File: config.mk
export PLATFORM = sky130hd
export DESIGN_NAME = lfsr_sched
export DESIGN_NICKNAME = d
export VERILOG_FILES = /design/src/rtl/lfsr_sched.sv
export SDC_FILE = /design/constraint.sdc
export NUM_CORES = 1
export LEC_CHECK = 0
export CORE_UTILIZATION = 45
export CTS_BUF_LIST = sky130_fd_sc_hd__clkbuf_8
export DETAILED_ROUTE_END_ITERATION = 7
export PLACE_DENSITY = 0.77
export RECOVER_POWER = 100
export SLEW_MARGIN = 20
export SYNTH_ARGS = -nofsm -noshare
export SYNTH_HDL_FRONTEND = slang
export SYNTH_SLANG_ARGS = --single-unit
File: constraint.sdc
create_clock -name clk -period 2.7 [get_ports clk]
set_input_delay 0.54 -clock clk [delete_from_list [all_inputs] [get_ports clk]]
set_output_delay 0.54 -clock clk [all_outputs]
set_load 0.05 [all_outputs]
File: src/rtl/lfsr_sched.sv
// lfsr_sched: owns seeding and warm-up of a shared 8-bit LFSR and hands out
// stride-spaced random bytes to NUM_REQ round-robin requesters.
module lfsr_sched #(
  parameter int NUM_REQ = 4,
  parameter int STRIDE = 8,
  parameter int WARMUP = 16,
  parameter logic [7:0] DEFAULT_SEED = 8'hA5
) (
  input  logic               clk,
  input  logic               rst_n,
  input  logic               cfg_seed_load,
  input  logic [7:0]         cfg_seed,
  input  logic [NUM_REQ-1:0] req,
  output logic [NUM_REQ-1:0] gnt,
  output logic [7:0]         rnd_data,
  output logic               rnd_valid,
  output logic               rng_ready,
  output logic               lfsr_write_enable,
  output logic [7:0]         lfsr_seed,
  input  logic [7:0]         lfsr_bits
);
  localparam int PW = $clog2(NUM_REQ);
  localparam logic [NUM_REQ-1:0] ONE = NUM_REQ'(1);
  typedef enum logic [1:0] {INIT, SEED, WARM, RUN} state_t;
  state_t state, state_nx;
  logic [7:0] wcnt, scnt;
  logic [PW-1:0] rr_ptr, winner;
  logic reseed, grant_edge;
  always_comb begin
    reseed = cfg_seed_load && state != INIT;
    grant_edge = state == RUN && scnt == 8'(STRIDE) && |req && !cfg_seed_load;
    state_nx = reseed ? SEED :
               state == INIT ? SEED :
               state == SEED ? WARM :
               (state == WARM && wcnt == 8'(WARMUP)) ? RUN : state;
    // Lowest set bit above rr_ptr wins; otherwise wrap to the lowest set bit overall.
    winner = '0;
    for (int i = NUM_REQ - 1; i >= 0; i--)
      if (req[i]) winner = PW'(i);
    for (int i = NUM_REQ - 1; i >= 0; i--)
      if (req[i] && i > int'(rr_ptr)) winner = PW'(i);
  end
  always_ff @(posedge clk or negedge rst_n) begin
    if (!rst_n) begin
      state <= INIT;
      gnt <= '0;
      rnd_valid <= 1'b0;
      rnd_data <= '0;
      rng_ready <= 1'b0;
      lfsr_write_enable <= 1'b0;
      lfsr_seed <= DEFAULT_SEED;
      wcnt <= '0;
      scnt <= '0;
      rr_ptr <= PW'(NUM_REQ - 1);
    end else begin
      state <= state_nx;
      lfsr_write_enable <= state_nx == SEED;
      rng_ready <= state_nx == RUN;
      gnt <= grant_edge ? ONE << winner : '0;
      rnd_valid <= grant_edge;
      if (grant_edge) begin
        rnd_data <= lfsr_bits;
        rr_ptr <= winner;
      end
      if (reseed) lfsr_seed <= cfg_seed == 8'd0 ? DEFAULT_SEED : cfg_seed;
      else if (state == INIT) lfsr_seed <= DEFAULT_SEED;
      wcnt <= state_nx != WARM ? 8'd0 : state == WARM ? wcnt + 8'd1 : 8'd1;
      scnt <= state_nx != RUN ? 8'd0 :
              state != RUN ? 8'(STRIDE) :
              grant_edge ? 8'd1 :
              scnt == 8'(STRIDE) ? scnt : scnt + 8'd1;
    end
  end
endmodule

==> impl_results.md <==
* Layout cells sized above 1 at 11.89%
* Syn nets at 201
* Dpl hpwl at 2.862 mm
* Worst vdd ir at 0.3177 mV
* Die X-Extent at 68.53 um
* Antenna cells at 0
* Wire length per cell at 14.25 um
* Clock skew at 0.004018 ns
* Grt ovf at 0
* Final-stage net count at 253
* Final Hold Viols at 0
* CTS resizes at 0
* Syn Inst Count at 174
* TritonCTS clock tree: built
* Inst Count DP at 269
* Vias in the first global route at 1375
* CP Launch Type: flop
* Status: complete, no violations
* Skew-Pair Late Insertion Delay at 0.29 ns
* Most frequent cells after synthesis: 37 x dfrtp_1, 17 x nor2_1, 11 x nand3_1
* P per Cell Area at 556.9 nW/um^2
* Post-synth EDFFs at 0
* Max stage delay on crit path at 0.46 ns
* Pre-antenna DRT Iters at 4
* Reg area at 1084 um^2
* Die Y at 68.53 um
* First-pass GRT wire length at 6.354 mm
* Clk Tree Root Cell: clkbuf_8
* Yosys top cell by area: dfrtp_1
* CTS Buf Count at 5
* CP Buf/Inv Count at 2
* Worst hold path class: primary input to async pin
* Fin crit period at 2.448 ns
* Worst Tran Pin Value at 0.9168 ns
* CTS H-Tree Depth at 2
* Number of vias per cell at 5.278
* P_leak at 1.175 nW
* Number of synthesized register bits at 43
* Slew margin rel. at 38.88%
* DR vias at 1462
* Synth cell types at 42
* Slowest cell on crit path: or3b_2
* Area of the multi-input gates at 812.0 um^2
* Crit path DAT at 2.62 ns
* Final slew viol count at 0
* Post-CTS Setup Bufs at 0
* # rows at 23
* Post-CTS Hold Buffers at 0
* Initial Util at 48.40%
* Final setup vio count at 0
* Sequential fraction of the synthesis area at 54.40%
* Setup TNS Final at 0 ns
* Post-Syn Area per Cell at 11.45 um^2
* Worst r2r src: scnt[0]
* Data required time of the worst path at 2.87 ns
* Port Buffer Count at 45
* CP Capture Type: flop
* CP startpoint: scnt[0]
* RSZ-0062 raised after global routing: false
* Final Cycle Share at 90.68%
* Crit-path leading delay family: simple AND/OR/NAND/NOR gates
* Fin cells at 277
* Synth top area cells: dfrtp_1 46%, dfstp_2 7.9%, xor2_1 4.0%, mux2_4 3.8%, nor2_1 3.2%
* Filler Cell Count at 334
* R2r setup slk at 0.25 ns
* Total GRT Usage at 18.51%
* Crit path cell chain: inv_1, ha_1, or3b_2, or2_0, or3_1, inv_4, mux2_1
* Kind of critical path: flop to flop
* Post-route ant nets at 0
* Max-cap violations at 0
* Clk sinks at 43
* Deepest clock path buffer count at 2
* Initial antenna violation count at 0
* 1st-iter DRT viols at 99
* Max Clock Freq at 408.4 MHz
* Top-count cell post-synth: dfrtp_1
* Asr flop ratio synth at 100.0%
* Syn Std Cell Area at 1992 um^2
* Primary FF master, synth: dfrtp_1
* DRC violations left at 0
* Synthesis warning total at 0
* CTS clk-pin slew, worst paths at 0.08 ns
* Top cell type's share of synthesized area at 46.48%
* Core ar. at 4115 um^2
* Ports at 46
* Largest net degree at the start of global routing at 44
* Routability Congestion at 0.7855
* Routed wire length at 3.947 mm
* Die area at 4696 um^2
* P&R area growth vs syn at 29.52%
* Critical path fanouts, max at 14
==> worst paths after layout <==
kind / cells after the start / endpoint
worst max-delay path: 7 / rnd_data[4]
worst min-delay path: 1 / scnt[4]
worst max register to register: 7 / rnd_data[4]
worst min register to register: 1 / rnd_data[2]
max in group asynchronous: 1 / rnd_data[7]
min in group clk: 1 / rnd_data[2]
==> routing by layer <==
layer / wire (um) / track usage [%] / part of all wire, %
met5: 0 / 0 / 0
met2: 1956 / 29.04 / 50
met1: 1774 / 24.24 / 45
met4: 85 / 7.292 / 2.2
met3: 131 / 4.934 / 3.3
==> per-stage QoR <==
stage               utilization [%]  hold WS (ns)  total power [W]  area, um^2  setup WS, ns
floorplan                         -        0.2444        0.0008415        1992        0.2877
global placement              60.69        0.4902        0.0009463        2497        0.3401
detailed placement            60.69        0.4953        0.0009520        2497        0.2799
CTS                           63.55        0.4129         0.001469        2615        0.2634
global route                  62.69        0.4625         0.001500        2580        0.1407
finish                        62.69        0.3787         0.001437        2580        0.2516
==> registers in the layout, summed over array words and instances (netlist names), 2 cells and up <==
register	count
rnd_data	8
rr_ptr	2
wcnt	8
state	2
gnt	4
scnt	8
lfsr_seed	8
==> placed cells by master, fill, tap and decap left out, types with 2 or more instances in the layout <==
cell type        netlist  layout
o221ai_1               2       2
clkbuf_8               0       6
o21ai_0                6       6
xor2_1                 9       9
inv_1                  9       9
nand3_1               11      11
clkbuf_1               2       3
o21a_1                 2       2
xnor2_1                2       2
and3_2                 3       3
dfstp_2                6       6
clkdlybuf4s50_1        0      19
o22ai_1                2       2
dfrtp_1               37      37
or4_1                  2       2
nor3_1                 6       6
mux2_2                 4       4
o22a_1                 5       5
nand3b_1               3       3
nor2_1                17      17
mux2_1                 0       5
nand2_1                4       4
and3_1                 4       4
mux2i_1                5       5
nand2b_1               2       2
dlygate4sd3_1          0      25
a21oi_1                5       5
or2_0                  1       2
ha_1                   4       4
==> cells by family (layout without fill, tap and decap cells) <==
group                      after synthesis  count (layout)  share of synthesized area (%)
DFF                                     43              43                          54.40
and+or+nand+nor                         63              63                          17.65
adders and majority gates                4               4                          2.513
xor gates and xnor gates                11              11                          4.837
buffers and inverters                   14              67                          3.643
AOI/OAI and AO/OA                       25              25                          8.417
muxes                                   14              14                          8.543
==> power breakdown <==
group / switching, W / internal (W)
Sequential: 0.0000208 / 0.000677
Combinational: 0.000142 / 0.0000849
Clock: 0.000213 / 0.000299
==> final cells by class <==
class / count / share of cell area, %
sequential: 43 / 42.00
multi-input combinational: 117 / 31.47
timing repair buffer: 49 / 17.99
clock buffer: 6 / 3.201
tap: 50 / 2.425
inverter: 10 / 1.552
clock inverter: 2 / 1.358
Note: power is estimated with default switching activity, not from simulation.
